[src/rtl/div_seq.sv]
// Sequential unsigned 16-bit divider: repeated subtraction of the divisor from the dividend.
// Operands arrive one per cycle on data_in; results are held with done until start drops.
module div_seq (
  input  logic        clk,
  input  logic        rst,
  input  logic        start,
  input  logic [15:0] data_in,
  output logic        req_a,
  output logic        req_b,
  output logic        busy,
  output logic        done,
  output logic        div_zero,
  output logic [15:0] quotient,
  output logic [15:0] remainder
);

  typedef enum logic [2:0] {
    IDLE   = 3'd0,
    LOAD_A = 3'd1,
    LOAD_B = 3'd2,
    CALC   = 3'd3,
    DONE   = 3'd4
  } state_t;

  state_t      state_reg, state_next;
  logic [15:0] a_reg, b_reg, r_reg, q_reg;
  logic        div_zero_reg;
  logic        ge_b, z_b;

  assign ge_b = (r_reg >= b_reg);
  assign z_b  = (b_reg == 16'd0);

  always_ff @(posedge clk or posedge rst) begin
    if (rst) state_reg <= IDLE;
    else     state_reg <= state_next;
  end

  always_comb begin
    state_next = state_reg;
    req_a      = 1'b0;
    req_b      = 1'b0;
    busy       = 1'b0;
    done       = 1'b0;
    unique case (state_reg)
      IDLE:   if (start) state_next = LOAD_A;
      LOAD_A: begin
        req_a      = 1'b1;
        busy       = 1'b1;
        state_next = LOAD_B;
      end
      LOAD_B: begin
        req_b      = 1'b1;
        busy       = 1'b1;
        state_next = CALC;
      end
      CALC: begin
        busy = 1'b1;
        // Zero divisor is tested first so the subtract loop never runs with B = 0.
        if (z_b || !ge_b) state_next = DONE;
      end
      DONE: begin
        done = 1'b1;
        if (!start) state_next = IDLE;
      end
      default: state_next = IDLE;
    endcase
  end

  always_ff @(posedge clk or posedge rst) begin
    if (rst) begin
      a_reg        <= 16'd0;
      b_reg        <= 16'd0;
      r_reg        <= 16'd0;
      q_reg        <= 16'd0;
      div_zero_reg <= 1'b0;
    end else begin
      case (state_reg)
        LOAD_A: a_reg <= data_in;
        LOAD_B: begin
          b_reg        <= data_in;
          r_reg        <= a_reg;
          q_reg        <= 16'd0;
          div_zero_reg <= 1'b0;
        end
        CALC: begin
          if (z_b) begin
            div_zero_reg <= 1'b1;
            q_reg        <= 16'd0;
          end else if (ge_b) begin
            r_reg <= r_reg - b_reg;
            q_reg <= q_reg + 16'd1;
          end
        end
        default: ;
      endcase
    end
  end

  assign quotient  = q_reg;
  assign remainder = r_reg;
  assign div_zero  = div_zero_reg;

endmodule

[config.mk]
export PLATFORM = sky130hd
export DESIGN_NAME = div_seq
export DESIGN_NICKNAME = d
export VERILOG_FILES = /design/src/rtl/div_seq.sv
export SDC_FILE = /design/constraint.sdc
export NUM_CORES = 1
export LEC_CHECK = 0
export CAP_MARGIN = 40
export CELL_PAD_IN_SITES_DETAIL_PLACEMENT = 1
export CELL_PAD_IN_SITES_GLOBAL_PLACEMENT = 1
export CORE_UTILIZATION = 45
export CTS_CLUSTER_DIAMETER = 50
export DETAILED_ROUTE_END_ITERATION = 10
export PLACE_DENSITY = 0.83
export SLEW_MARGIN = 20
export SYNTH_ARGS = -nofsm -noshare
export SYNTH_HDL_FRONTEND = slang
export SYNTH_SLANG_ARGS = --single-unit
[constraint.sdc]
create_clock -name clk -period 5 [get_ports clk]
set_clock_uncertainty 0.2 [all_clocks]
set_input_delay 1.25 -clock clk [delete_from_list [all_inputs] [get_ports clk]]
set_output_delay 1.25 -clock clk [all_outputs]
set_load 0.01 [all_outputs]
==> results.md <==
| Parameter | Reported | Unit |
|:---|:---|:---|
| Layout cell share with drive strength beyond 1 | 10.2 | % |
| Fin crit share | 66.8 | % |
| Power per unit of standard cell area | 766 | mW/mm² |
| Wire length of the first global-routing pass | 16700 | µm |
| Critical path startpoint category | flip-flop | - |
| Count of standard-cell rows | 33 | - |
| Cell area after placement | 0.00443 | mm² |
| Via-per-instance ratio | 5.71 | - |
| Residual antenna-violating net count after detailed routing | 0 | - |
| Starting DRT DRC Count | 112 | - |
| Cell area after synthesis | 0.00378 | mm² |
| Drt total wl | 9940 | µm |
| Overall die height | 93.6 | µm |
| Crit Path Category | flip-flop to output port | - |
| Length of the first detailed-routing pass in iterations | 6 | - |
| Number of max-slew violations in the final report | 0 | - |
| Leading post-synthesis cells by cell area | sky130_fd_sc_hd__dfrtp_1 45%, sky130_fd_sc_hd__ha_1 5.6%, sky130_fd_sc_hd__mux2_2 5.1% | - |
| Layout Area Growth over Synthesis | 23.3 | % |
| Routed length on met3 | 320 | µm |
| Sinks on Clock Net | 68 | - |
| Hold EP | a_reg[5] | - |
| Clock input transition at the sequential cells of the worst setup and hold paths | 0.08 | ns |
| Post-synth ARST share | 100 | % |
| Fraction of post-synthesis cell area in the top cell type by area | 45.0 | % |
| Antenna violations before repair | 0 | - |
| Clock latency at the later pin of the worst-skew pair | 0.36 | ns |
| TritonCTS clock tree | yes | - |
| Drt drc | 0 | - |
| Vias after detailed routing | 3239 | - |
| CP required | 3.55 | ns |
| Net count after synthesis | 437 | - |
| Peak Freq | 0.299 | GHz |
| Total area of multi-input combinational cells | 0.00192 | mm² |
| Clk Tree Root Cell | sky130_fd_sc_hd__clkbuf_8 | - |
| Worst-case hold slack | 0.312 | ns |
| I/O pin cnt | 56 | - |
| Critical R2R Launch | remainder[13] | - |
| CTS Buf Count | 9 | - |
| Clock network fraction of design power | 13.3 | % |
| Fillers | 942 | - |
| Register-to-register setup slack | 1.83 | ns |
| X dimension of the die | 93.6 | µm |
| Detailed placer's ending HPWL | 7070 | µm |
| Post-route met1 wirelength | 4470 | µm |
| Launch point of the worst hold path | a_reg[5] | - |
| Result of the run | finished clean | - |
| Hold-fix buffers at CTS | 0 | - |
| Starting density of the core | 46.2 | % |
| GPL Wtd Cong | 0.836 | - |
| Number of endpoints failing setup at the final stage | 0 | - |
| Core region area | 0.00818 | mm² |
| Clock Tree Buf Depth | 2 | - |
| Hold-critical path depth | 1 | - |
| Smallest setup slack after layout | 1.66 | ns |
| Relative contribution of combinational cells to total power | 60.1 | % |
| Max-cap viol count | 0 | - |
| Switching share of power | 44.7 | % |
| Leakage | 2.00 | nW |
| Number of synthesized flops with an enable pin | 0 | - |
| Post-CTS Resized | 0 | - |
| Ys Warns | 0 | - |
| Footprint of the flip-flops and latches | 0.00170 | mm² |
| Routed wire per std cell | 17.5 | µm |
| Routed met2 length | 4970 | µm |
| Largest net degree at the start of global routing | 48 | - |
| Number of cells produced by synthesis | 400 | - |
| Actual transition at the worst max-transition pin | 0.639 | ns |
| Total number of H-tree levels | 3 | - |
| Number of storage elements in the synthesis netlist | 68 | - |
| Critical Path AT | 1.89 | ns |
| Max Used Layer | met4 | - |
| Pre-CTS setup slack | 1.62 | ns |
| Share of synthesized area occupied by flip-flops and latches | 45.0 | % |
| IO buf count | 55 | - |
| Relative contribution of sequential cells to total power | 26.6 | % |
| Internal portion of total power | 1.97 | mW |
| Number of failing hold endpoints at the final stage | 0 | - |
| Area enclosed by the die boundary | 0.00877 | mm² |
| Peak ir drop on the vdd network | 0.000312 | V |
| Number of diodes added for antenna fixing | 0 | - |
| Buffers inserted during post-CTS setup optimization | 0 | - |
| Hold Crit Class | flip-flop to flip-flop | - |
| Area of all placed cells without fillers | 0.00466 | mm² |
| Critical Path End Type | output port | - |
| Reg-to-reg endpoint | quotient[15] | - |
| Avg Cell Area, Syn | 9.45 | µm² |
| Switching power | 1.59 | mW |
| GR Overflow Total | 0 | - |
| Depth of the most critical reg-to-reg path | 8 | - |
| Headroom to the max-slew limit | 57.3 | % |
| Time the final worst path needs with I/O delays and setup | 3.34 | ns |
| GRT Total Usage | 25.0 | % |
| Via count of the first global-routing pass | 3405 | - |
| Final total negative setup slack | 0 | ns |
| Synth area leader | sky130_fd_sc_hd__dfrtp_1 | - |
| Setup repair after global routing missed its margin | no | - |
| Number of library cell types mapped by synthesis | 53 | - |
| Crit-path max FO | 8 | - |
| Post-layout nets | 494 | - |
| Primary flip-flop cell chosen by synthesis mapping | sky130_fd_sc_hd__dfrtp_1 | - |
## synthesized netlist by cell type (2+ instances only)
master,n
sky130_fd_sc_hd__dfrtp_1,68
sky130_fd_sc_hd__nor2_1,45
sky130_fd_sc_hd__nand2_1,39
sky130_fd_sc_hd__a21oi_1,25
sky130_fd_sc_hd__o21ai_0,25
sky130_fd_sc_hd__inv_1,23
sky130_fd_sc_hd__ha_1,17
sky130_fd_sc_hd__mux2_2,17
sky130_fd_sc_hd__xor2_1,11
sky130_fd_sc_hd__a31oi_1,10
sky130_fd_sc_hd__clkbuf_1,10
sky130_fd_sc_hd__xnor2_1,10
sky130_fd_sc_hd__o211ai_1,9
sky130_fd_sc_hd__nand3_1,7
sky130_fd_sc_hd__o2111ai_1,6
sky130_fd_sc_hd__and3_1,5
sky130_fd_sc_hd__nand4_1,5
sky130_fd_sc_hd__o21ai_1,5
sky130_fd_sc_hd__a21o_1,4
sky130_fd_sc_hd__and2_1,4
sky130_fd_sc_hd__nor2b_1,4
sky130_fd_sc_hd__nor4_1,4
sky130_fd_sc_hd__and4_1,3
sky130_fd_sc_hd__buf_2,3
sky130_fd_sc_hd__nor3_1,3
sky130_fd_sc_hd__o21a_1,3
sky130_fd_sc_hd__o22a_1,3
sky130_fd_sc_hd__or3_1,3
sky130_fd_sc_hd__nand2b_1,2
sky130_fd_sc_hd__nand3b_1,2
sky130_fd_sc_hd__o2bb2ai_1,2
sky130_fd_sc_hd__or2_2,2
## worst max-delay path, cell delays in order (launching register included)
cell and delay [ns]:
sky130_fd_sc_hd__dfrtp_1 0.48, sky130_fd_sc_hd__nand2b_1 0.31, sky130_fd_sc_hd__nor2_2 0.19, sky130_fd_sc_hd__clkdlybuf4s50_1 0.56
## cell usage in the layout, fill, tap and decap left out, types with 5 or more instances in the layout
cell type | synthesis | final
sky130_fd_sc_hd__and3_1 | 5 | 5
sky130_fd_sc_hd__a21oi_1 | 25 | 25
sky130_fd_sc_hd__buf_4 | 1 | 5
sky130_fd_sc_hd__clkdlybuf4s50_1 | 0 | 55
sky130_fd_sc_hd__mux2_2 | 17 | 17
sky130_fd_sc_hd__inv_1 | 23 | 22
sky130_fd_sc_hd__nand2_1 | 39 | 39
sky130_fd_sc_hd__ha_1 | 17 | 17
sky130_fd_sc_hd__dfrtp_1 | 68 | 68
sky130_fd_sc_hd__nor2_1 | 45 | 44
sky130_fd_sc_hd__o2111ai_1 | 6 | 6
sky130_fd_sc_hd__o21ai_1 | 5 | 5
sky130_fd_sc_hd__nand4_1 | 5 | 5
sky130_fd_sc_hd__xor2_1 | 11 | 11
sky130_fd_sc_hd__clkbuf_8 | 0 | 11
sky130_fd_sc_hd__xnor2_1 | 10 | 10
sky130_fd_sc_hd__a31oi_1 | 10 | 10
sky130_fd_sc_hd__o21ai_0 | 25 | 25
sky130_fd_sc_hd__o211ai_1 | 9 | 9
sky130_fd_sc_hd__nand3_1 | 7 | 7
## layout make-up
class	count	area share, %
clock inverter	4	1.02
sequential	68	36.5
multi-input combinational	294	41.2
inverter	23	1.85
timing repair buffer	61	13.2
clock buffer	12	3.33
tap	105	2.82
## cells by family (layout without fill, tap and decap cells)
family,Yosys count,in the layout,synth area share [%]
simple gates,134,134,17.1
compound gates,104,104,17.6
flops,68,68,45.0
buf+inv,38,100,4.17
xor+xnor,21,21,4.87
fa+ha+maj,18,18,6.16
mux,17,17,5.07
## metal layers
metal,global-route usage (%),vias to the layer above
met5,0,-
met4,8.59,0
met3,5.04,17
met2,41.7,65
met1,32.3,1627
li1,-,1530
## worst max-delay path by stage
stage	from	to	slack [ns]	cells past startpoint
2_1_floorplan	rst	a_reg[0]	1.84	1
6_report	state_reg[2]	req_b	1.66	3
4_1_cts	remainder[0]	remainder[13]	1.56	10
3_3_place_gp	remainder[0]	remainder[13]	1.85	10
3_5_place_dp	remainder[0]	remainder[13]	1.62	10
5_1_grt	b_reg[11]	quotient[13]	1.56	9
## power groups by stage
stage          clock, mW  combinational (mW)  sequential, mW
3_3_place_gp           0                2.01           0.948
3_5_place_dp           0                2.08           0.958
6_report           0.473                2.14           0.951
2_1_floorplan          0                1.51           0.923
4_1_cts            0.481                2.12           0.952
5_1_grt            0.508                2.38           0.980
## per-stage QoR
step | total power [mW] | utilization (%) | std cells
2_1_floorplan | 2.43 | - | 400
6_report | 3.57 | 57.0 | 567
3_3_place_gp | 2.95 | 54.2 | 550
4_1_cts | 3.55 | 56.7 | 566
5_1_grt | 3.87 | 57.0 | 567
3_5_place_dp | 3.04 | 54.2 | 550
Power figures use the tool's default switching activity.
